[src/rtl/pong_pkg.sv]
// Shared widths, state type and overlap helper for the pong game blocks.
package pong_pkg;

    localparam int COORD_W = 10;
    localparam int SCORE_W = 4;

    typedef enum logic [1:0] {
        IDLE,
        SERVE,
        PLAY,
        GAME_OVER
    } ball_state_t;

    // True when ball and paddle share at least one row; sums are one bit wider so they never wrap.
    function automatic logic y_overlap(
        input logic [COORD_W-1:0] ball_y,
        input logic [COORD_W-1:0] paddle_y,
        input int                 ball_size,
        input int                 paddle_h
    );
        logic [COORD_W:0] ball_bot;
        logic [COORD_W:0] paddle_bot;
        ball_bot   = {1'b0, ball_y} + (COORD_W + 1)'(ball_size);
        paddle_bot = {1'b0, paddle_y} + (COORD_W + 1)'(paddle_h);
        return (ball_bot > {1'b0, paddle_y}) && ({1'b0, ball_y} < paddle_bot);
    endfunction

endpackage

[src/rtl/tick_detect.sv]
// Turns a slow toggling level from the clock divider into a one-cycle rising-edge tick.
module tick_detect (
    input  logic clk,
    input  logic rst_n,
    input  logic level,
    output logic tick
);

    logic level_q;

    // NOTE: sequential state is only ever written with non-blocking assignments.
    always_ff @(posedge clk or negedge rst_n) begin
        if (!rst_n) begin
            level_q <= 1'b0;
        end else begin
            level_q <= level;
        end
    end

    assign tick = level & ~level_q;

endmodule

[src/rtl/pong_ball_engine.sv]
// Ball motion, bounce, paddle-hit, scoring and serve sequencing for the pong game.
module pong_ball_engine
    import pong_pkg::*;
#(
    parameter int SCREEN_W    = 640,
    parameter int SCREEN_H    = 480,
    parameter int BALL_SIZE   = 8,
    parameter int PADDLE_W    = 8,
    parameter int PADDLE_H    = 64,
    parameter int PADDLE_XL   = 16,
    parameter int PADDLE_XR   = 616,
    parameter int STEP_TICKS  = 4,
    parameter int SERVE_TICKS = 500,
    parameter int WIN_SCORE   = 9
) (
    input  logic               clk,
    input  logic               rst_n,
    input  logic               clk_1ms,
    input  logic               start,
    input  logic [COORD_W-1:0] paddle_l_y,
    input  logic [COORD_W-1:0] paddle_r_y,
    output logic [COORD_W-1:0] ball_x,
    output logic [COORD_W-1:0] ball_y,
    output logic [SCORE_W-1:0] score_l,
    output logic [SCORE_W-1:0] score_r,
    output logic               point_l,
    output logic               point_r,
    output logic               game_over
);

    localparam int STEP_CW  = (STEP_TICKS > 1) ? $clog2(STEP_TICKS) : 1;
    localparam int SERVE_CW = (SERVE_TICKS > 1) ? $clog2(SERVE_TICKS) : 1;

    localparam logic [COORD_W-1:0]  X_MAX      = COORD_W'(SCREEN_W - BALL_SIZE);
    localparam logic [COORD_W-1:0]  Y_MAX      = COORD_W'(SCREEN_H - BALL_SIZE);
    localparam logic [COORD_W-1:0]  X_CENTRE   = COORD_W'((SCREEN_W - BALL_SIZE) / 2);
    localparam logic [COORD_W-1:0]  Y_CENTRE   = COORD_W'((SCREEN_H - BALL_SIZE) / 2);
    localparam logic [COORD_W-1:0]  X_HIT_L    = COORD_W'(PADDLE_XL + PADDLE_W);
    localparam logic [COORD_W-1:0]  X_HIT_R    = COORD_W'(PADDLE_XR - BALL_SIZE);
    localparam logic [STEP_CW-1:0]  STEP_LAST  = STEP_CW'(STEP_TICKS - 1);
    localparam logic [SERVE_CW-1:0] SERVE_LAST = SERVE_CW'(SERVE_TICKS - 1);
    localparam logic [SCORE_W-1:0]  WIN        = SCORE_W'(WIN_SCORE);

    logic                tick;
    ball_state_t         state, state_n;
    logic [STEP_CW-1:0]  step_cnt, step_n;
    logic [SERVE_CW-1:0] serve_cnt, serve_n;
    logic [COORD_W-1:0]  x_n, y_n;
    logic                dx_neg, dx_neg_n;
    logic                dy_neg, dy_neg_n;
    logic [SCORE_W-1:0]  score_l_n, score_r_n;
    logic                point_l_n, point_r_n;
    logic                step_now, hit_l, hit_r;

    tick_detect u_tick_detect (
        .clk  (clk),
        .rst_n(rst_n),
        .level(clk_1ms),
        .tick (tick)
    );

    assign hit_l = dx_neg && (ball_x == X_HIT_L)
                   && y_overlap(ball_y, paddle_l_y, BALL_SIZE, PADDLE_H);
    assign hit_r = !dx_neg && (ball_x == X_HIT_R)
                   && y_overlap(ball_y, paddle_r_y, BALL_SIZE, PADDLE_H);

    always_ff @(posedge clk or negedge rst_n) begin
        if (!rst_n) begin
            state     <= IDLE;
            step_cnt  <= '0;
            serve_cnt <= '0;
            ball_x    <= X_CENTRE;
            ball_y    <= Y_CENTRE;
            dx_neg    <= 1'b0;
            dy_neg    <= 1'b0;
            score_l   <= '0;
            score_r   <= '0;
            point_l   <= 1'b0;
            point_r   <= 1'b0;
            game_over <= 1'b0;
        end else begin
            state     <= state_n;
            step_cnt  <= step_n;
            serve_cnt <= serve_n;
            ball_x    <= x_n;
            ball_y    <= y_n;
            dx_neg    <= dx_neg_n;
            dy_neg    <= dy_neg_n;
            score_l   <= score_l_n;
            score_r   <= score_r_n;
            point_l   <= point_l_n;
            point_r   <= point_r_n;
            game_over <= (state_n == GAME_OVER);
        end
    end

    // NOTE: every signal gets its hold value first so no path through this block infers a latch.
    always_comb begin
        state_n   = state;
        step_n    = step_cnt;
        serve_n   = serve_cnt;
        x_n       = ball_x;
        y_n       = ball_y;
        dx_neg_n  = dx_neg;
        dy_neg_n  = dy_neg;
        score_l_n = score_l;
        score_r_n = score_r;
        point_l_n = 1'b0;
        point_r_n = 1'b0;
        step_now  = 1'b0;

        unique case (state)
            IDLE: begin
                if (start) begin
                    state_n = SERVE;
                    serve_n = '0;
                    step_n  = '0;
                end
            end
            SERVE: begin
                x_n = X_CENTRE;
                y_n = Y_CENTRE;
                if (tick) begin
                    if (serve_cnt == SERVE_LAST) begin
                        serve_n = '0;
                        step_n  = '0;
                        state_n = PLAY;
                    end else begin
                        serve_n = serve_cnt + 1'b1;
                    end
                end
            end
            PLAY: begin
                if (tick) begin
                    if (step_cnt == STEP_LAST) begin
                        step_n   = '0;
                        step_now = 1'b1;
                    end else begin
                        step_n = step_cnt + 1'b1;
                    end
                end
            end
            GAME_OVER: begin
                if (start) begin
                    score_l_n = '0;
                    score_r_n = '0;
                    dx_neg_n  = 1'b0;
                    state_n   = SERVE;
                    serve_n   = '0;
                    step_n    = '0;
                    x_n       = X_CENTRE;
                    y_n       = Y_CENTRE;
                end
            end
        endcase

        // A miss freezes y and re-serves toward the side that just lost the point.
        if (step_now) begin
            if (dx_neg && (ball_x == '0)) begin
                point_r_n = 1'b1;
                score_r_n = (score_r == WIN) ? score_r : score_r + 1'b1;
                dx_neg_n  = 1'b1;
                if (score_r_n == WIN) begin
                    state_n = GAME_OVER;
                end else begin
                    state_n = SERVE;
                    serve_n = '0;
                    x_n     = X_CENTRE;
                    y_n     = Y_CENTRE;
                end
            end else if (!dx_neg && (ball_x == X_MAX)) begin
                point_l_n = 1'b1;
                score_l_n = (score_l == WIN) ? score_l : score_l + 1'b1;
                dx_neg_n  = 1'b0;
                if (score_l_n == WIN) begin
                    state_n = GAME_OVER;
                end else begin
                    state_n = SERVE;
                    serve_n = '0;
                    x_n     = X_CENTRE;
                    y_n     = Y_CENTRE;
                end
            end else begin
                if (hit_l) begin
                    dx_neg_n = 1'b0;
                    x_n      = ball_x + 1'b1;
                end else if (hit_r) begin
                    dx_neg_n = 1'b1;
                    x_n      = ball_x - 1'b1;
                end else begin
                    x_n = dx_neg ? ball_x - 1'b1 : ball_x + 1'b1;
                end

                if (dy_neg ? (ball_y == '0) : (ball_y == Y_MAX)) begin
                    dy_neg_n = !dy_neg;
                    y_n      = dy_neg ? ball_y + 1'b1 : ball_y - 1'b1;
                end else begin
                    y_n = dy_neg ? ball_y - 1'b1 : ball_y + 1'b1;
                end
            end
        end
    end

endmodule
[config.mk]
export PLATFORM = sky130hd
export DESIGN_NAME = pong_ball_engine
export DESIGN_NICKNAME = d
export VERILOG_FILES = /design/src/rtl/pong_pkg.sv /design/src/rtl/tick_detect.sv /design/src/rtl/pong_ball_engine.sv
export SDC_FILE = /design/constraint.sdc
export NUM_CORES = 1
export LEC_CHECK = 0
export CORE_MARGIN = 5
export CORE_UTILIZATION = 30
export CTS_CLUSTER_DIAMETER = 50
export CTS_CLUSTER_SIZE = 14
export DETAILED_ROUTE_END_ITERATION = 8
export MAX_ROUTING_LAYER = met4
export SLEW_MARGIN = 10
export SYNTH_ARGS = -nofsm -noshare
export SYNTH_HDL_FRONTEND = slang
export SYNTH_SLANG_ARGS = --single-unit
[constraint.sdc]
create_clock -name clk -period 5.95 [get_ports clk]
set_input_delay 0.595 -clock clk [delete_from_list [all_inputs] [get_ports clk]]
set_output_delay 0.595 -clock clk [all_outputs]
set_load 0.01 [all_outputs]
==> results of run 1 <==
[cell usage after synthesis, drive strengths merged (7+ instances only)]
master | instances | area (sq um)
nand4 | 17 | 106
a21oi | 25 | 125
and3 | 8 | 50.1
nand2 | 58 | 218
dfrtp | 37 | 926
o21ai | 44 | 220
nor3 | 10 | 55.1
clkbuf | 14 | 52.6
dfstp | 10 | 263
ha | 53 | 663
a21o | 8 | 60.1
nor2 | 40 | 150
a311oi | 7 | 61.3
inv | 41 | 154
nand3 | 25 | 125
xnor2 | 9 | 78.8
or3 | 10 | 62.6
[kinds of logic (layout without fill, tap and decap cells)]
logic type,after synthesis,after routing,synth area share [%]
mux,4,4,0.980
compound gates,142,142,21.9
xor+xnor,14,14,2.83
fa+ha+maj,53,53,15.3
buf+inv,60,104,5.68
simple gates,217,217,25.9
flops,47,47,27.4
[how the worst min path moves through the flow]
stage	from	end	slack [ps]	cells past startpoint
floorplan	rst_n	ball_x[0]$_DFF_PN0_	300	0
global placement	serve_cnt[8]$_DFF_PN0_	serve_cnt[8]$_DFF_PN0_	490	1
detailed placement	serve_cnt[6]$_DFF_PN0_	serve_cnt[6]$_DFF_PN0_	510	1
CTS	rst_n	u_tick_detect.level_q$_DFF_PN0_	440	2
global route	rst_n	u_tick_detect.level_q$_DFF_PN0_	480	2
finish	rst_n	point_r$_DFF_PN0_	390	2
[layout make-up]
class / instances / area share, %
Inverter: 41 / 2.97
Tap cell: 184 / 4.45
Timing Repair Buffer: 55 / 10.5
Multi-Input combinational cell: 430 / 56.3
Clock buffer: 7 / 2.76
Sequential cell: 47 / 23.0
Clock inverter: 1 / 0.0967
[state kept, by name, indices dropped and copies added, names as in the netlist]
register               count
ball_x                    10
ball_y                    10
serve_cnt                  9
score_l                    4
score_r                    4
state                      2
step_cnt                   2
dx_neg                     1
dy_neg                     1
game_over                  1
point_l                    1
point_r                    1
u_tick_detect.level_q      1
[metrics by stage]
step | cells | power [W] | setup slack, ps | hold WS (ps) | instance area, sq um
after floorplan | 537 | 0.000594 | 2870 | 299 | 4340
after global placement | 757 | 0.000704 | 2070 | 495 | 5030
after detailed placement | 757 | 0.000714 | 1880 | 515 | 5030
after CTS | 765 | 0.00101 | 2160 | 444 | 5170
after global routing | 765 | 0.00106 | 1830 | 480 | 5170
final | 765 | 0.00100 | 2090 | 390 | 5170
[power groups by stage]
stage               clock [W]  combinational (W)  sequential (W)
floorplan                   0           0.000205        0.000389
global placement            0           0.000289        0.000415
detailed placement          0           0.000298        0.000416
CTS                  0.000300           0.000300        0.000411
global route         0.000312           0.000332        0.000417
finish               0.000292           0.000299        0.000411
[metal layers]
layer	routed length, um	track usage [%]	vias up
met5	0	-	-
met4	74	2.87	0
met3	577	1.84	9
met2	5990	25.0	93
met1	5860	19.4	2049
li1	-	-	2067
==> impl_metrics.tcl, run 1 <==
set metrics [dict create \
    clkPwrFrac_pct 29.1 \
    path_depth 11 \
    slew-limit-headroom_pct 23.6 \
    dieHeight_um 130 \
    cts_tree "built" \
    worstPathCellList "clkdlybuf4s50_1 > nand3_1 > xnor2_1 > ha_1 > a21oi_1 > a32oi_1 > or3_1 > a2111oi_2 > o211ai_1 > and3_1 > a311oi_1" \
    clk_pin_slew_ps 70 \
    timing.fmax_mhz 259 \
    reg2reg_depth 11 \
    skew_ps 9.48 \
    dr.pass1.iters 5 \
    dp_hpwl_um 9420 \
    endpoint_kind "register" \
    max-cap-violations 0 \
    wl_per_cell_um 16.3 \
    crit_type "primary input to register" \
    cp_top_family "compound AO/OA/AOI/OAI gates" \
    synth_ff_type "dfrtp_1" \
    vias_per_cell 5.51 \
    ys.warnings.count 0 \
    clock_latency_ps 290 \
    dieArea_sq_um 17000 \
    routed_wl_um 12500 \
    p_sw_w 0.000355 \
    cts.sinks 47 \
    cts_buffers 5 \
    layout-area-overhead-vs-synth_pct 19.2 \
    dieWidth_um 130 \
    antenna_found_initial 0 \
    critPathLaunchType "primary input" \
    htreeDepth 2 \
    clockBufferDepth 2 \
    p_int_w 0.000647 \
    crit_required_ps 6130 \
    fillerInstances 1479 \
    powerDensity_nw_per_um2 194 \
    synthesis.instances 537 \
    finalHoldViolCount 0 \
    ctsRootBufferMaster "clkbuf_16" \
    status "finished, final reports clean" \
    post-route-period-util_pct 64.9 \
    hold_class "primary input to async pin" \
    cp_slowest_cell "a2111oi_2" \
    syn_area_sq_um 4340 \
    port_buffers 54 \
    synth-edff-count 0 \
    yosysSeqAreaShare_pct 27.4 \
    layout_common_cells "58 x nand2_1, 53 x ha_1, 53 x clkdlybuf4s50_1" \
    r2r-end "ball_x[2]$_DFF_PN1_" \
    rsz0062_at_grt "false" \
    first_global_vias 4146 \
    grt_max_degree 48 \
    ys_seq_elements 47 \
    cts_resized 0 \
    coreArea_sq_um 14400 \
    reg2reg_from "ball_y[3]$_DFF_PN1_" \
    nets 657 \
    rrSetupSlack_ps 2110 \
    tightest_slew_ps 1140 \
    peakVddDrop_uv 159 \
    overflow 0 \
    power_frac_comb_pct 29.8 \
    critPathBufInv 1 \
    critPathMaxStageDelay_ps 960 \
    vias 4218 \
    crit_fanout 11 \
    synth.distinct_cells 61 \
    seqPwrFrac_pct 41.0 \
    layout_commonest_cell "nand2_1" \
    p_leak_nw 2.20 \
    slew_violations 0 \
    multiInputGateArea_sq_um 2910 \
    fin_crit_ps 3860 \
    gp_congestion 0.853 \
    n_antenna_cell 0 \
    setup-violations-final 0 \
    drt_iter0_drc 251 \
    cts_setup_buffers 0 \
    io_pins 55 \
    initial_core_util_pct 30.2 \
    timing.critical_path.to "ball_x[2]$_DFF_PN1_" \
    switching_share_pct 35.4 \
    crit_arrival_ps 4040 \
    synth_nets 614 \
    setup_tns_ps 0 \
    grt_use_total_pct 14.9 \
    regArea_sq_um 1190 \
    fin_util_pct 36.0 \
    worstSetupStartpoint "paddle_r_y[8]" \
    ctsHoldBuffers 0 \
    ant_nets 0 \
    async_flop_share_pct 100 \
    drc_errors 0 \
    drive_gt1_share_pct 5.85 \
    grt_pass1_wl_um 20100 \
    avgSynthCellArea_sq_um 8.08 \
    rows 44 \
]
No activity file was read; power rests on OpenSTA's default activity.
==> run 2: changes to the inputs <==
- clock period: 5.95 -> 4 ns (I/O delays scaled with it)
==> impl_metrics.tcl, run 2 (synthesized netlist as in run 1, its figures left out) <==
set metrics [dict create \
    first_global_vias 4139 \
    cts.sinks 47 \
    rrSetupSlack_ps 370 \
    setup_tns_ps 0 \
    ant_nets 0 \
    dieArea_sq_um 17000 \
    cts_resized 0 \
    crit_fanout 10 \
    status "finished, final reports clean" \
    critPathLaunchType "register" \
    clockBufferDepth 2 \
    dp_hpwl_um 9500 \
    layout_common_cells "58 x nand2_1, 53 x ha_1, 53 x clkdlybuf4s50_1" \
    clk_pin_slew_ps 70 \
    dp.cells 761 \
    drive_gt1_share_pct 6.66 \
    dieWidth_um 130 \
    timing.fmax_mhz 276 \
    io_pins 55 \
    final_area_sq_um 5260 \
    worstPathCellList "ha_1 > nand4_1 > xnor2_1 > ha_1 > a2111oi_0 > o21ai_0 > o211a_1 > o211ai_1 > o211ai_1 > and3_1 > a311oi_1" \
    gp_congestion 0.954 \
    nets 662 \
    rsz0062_at_grt "false" \
    rows 44 \
    drt_iter0_drc 198 \
    peakVddDrop_uv 212 \
    timing.critical_path.to "ball_x[2]$_DFF_PN1_" \
    skew_ps 8.90 \
    vias 4179 \
    reg2reg_depth 11 \
    ctsRootBufferMaster "clkbuf_16" \
    post-route-period-util_pct 90.6 \
    hold_ws_ps 498 \
    overflow 0 \
    vias_per_cell 5.43 \
    n_antenna_cell 0 \
    htreeDepth 2 \
    coreArea_sq_um 14400 \
    p_leak_nw 2.24 \
    cts_tree "built" \
    reg2reg_from "ball_y[3]$_DFF_PN1_" \
    dr.pass1.iters 5 \
    port_buffers 54 \
    setup-violations-final 0 \
    dieHeight_um 130 \
    wl_per_cell_um 16.0 \
    layout_commonest_cell "nand2_1" \
    hold_class "primary input to async pin" \
    worstSetupStartpoint "ball_y[3]$_DFF_PN1_" \
    routed_wl_um 12300 \
    powerDensity_nw_per_um2 306 \
    drc_errors 0 \
    fin_crit_ps 3630 \
    initial_core_util_pct 30.2 \
    crit_arrival_ps 3820 \
    crit_type "register to register" \
    slew_violations 0 \
    layout.cells.non_filler 770 \
    reg_top3 "ball_x (10), ball_y (10), serve_cnt (9)" \
    r2r-end "ball_x[2]$_DFF_PN1_" \
    slew-limit-headroom_pct 56.2 \
    clock_latency_ps 290 \
    endpoint_kind "register" \
    max-cap-violations 0 \
    critPathMaxStageDelay_ps 640 \
    grt_use_total_pct 15.0 \
    antenna_found_initial 0 \
    tightest_slew_ps 651 \
    finalHoldViolCount 0 \
    layout-area-overhead-vs-synth_pct 21.2 \
    cp_slowest_cell "dfstp_2" \
    grt_max_degree 37 \
    placement.cell_area_sq_um 5060 \
    cts_buffers 5 \
    fin_util_pct 36.6 \
    crit_required_ps 4190 \
    grt_pass1_wl_um 20200 \
]
## run 2: cell count changes in the layout (fill, tap and decap cells not counted), sizes merged
cell / before / now
buf: 2 / 6
bufinv: 0 / 2
clkbuf: 7 / 5
clkinv: 1 / 0
dlygate4sd3: 0 / 1
clkinvlp: 0 / 1
## run 2: layout make-up
cell class / count / area, sq um
inverter: 41 / 154
tap: 184 / 230
fill: 1455 / 9110
multi-input combinational: 430 / 2910
sequential: 47 / 1190
clock inverter: 3 / 67.6
clock buffer: 5 / 125
timing repair buffer: 60 / 583
## run 2: how the worst min path moves through the flow
stage / end / slack (ps) / cells after the start
4_1_cts: step_cnt[1]$_DFFE_PN0P_ / 500 / 2
2_1_floorplan: ball_x[0]$_DFF_PN0_ / 100 / 0
3_5_place_dp: score_r[0]$_DFF_PN0_ / 290 / 1
5_1_grt: serve_cnt[8]$_DFF_PN0_ / 520 / 1
3_3_place_gp: score_r[0]$_DFF_PN0_ / 290 / 1
6_report: step_cnt[1]$_DFFE_PN0P_ / 500 / 2
## run 2: power by group
group          switching [W]  internal (W)
clock               0.000187      0.000358
sequential         0.0000792      0.000531
combinational       0.000263      0.000190
## run 2: timing repair
item,in CTS,in global routing
hold buffers,1,0
buffers inserted,0,0
endpoints found under the hold margin,11,0
setup endpoints to repair,0,0
## run 2: critical path: cells and delay by family (launching register included)
| family | cells | cell delay (ps) |
|---|---|---|
| AO/OA/AOI/OAI | 6 | 1730 |
| flip-flops | 1 | 640 |
| adder cells (fa/ha/maj) | 2 | 560 |
| AND/OR/NAND/NOR | 2 | 350 |
| XOR/XNOR | 1 | 250 |
## run 2: metal layers
metal  wire length (um)  up-vias  track usage (%)  part of all wire [%]
met5                  0        -                -                     0
met4                250        0             5.01                   2.0
met3                605       22             2.33                   4.9
met2               5600      104             24.1                    46
met1               5830     1968             19.2                    47
li1                   -     2085                -                     -
## run 2: per-stage QoR
step / worst slack (ps) / total power, W
floorplan: 919 / 0.000884
global placement: 580 / 0.00106
detailed placement: 435 / 0.00107
CTS: 423 / 0.00163
global route: 45.6 / 0.00171
finish: 375 / 0.00161
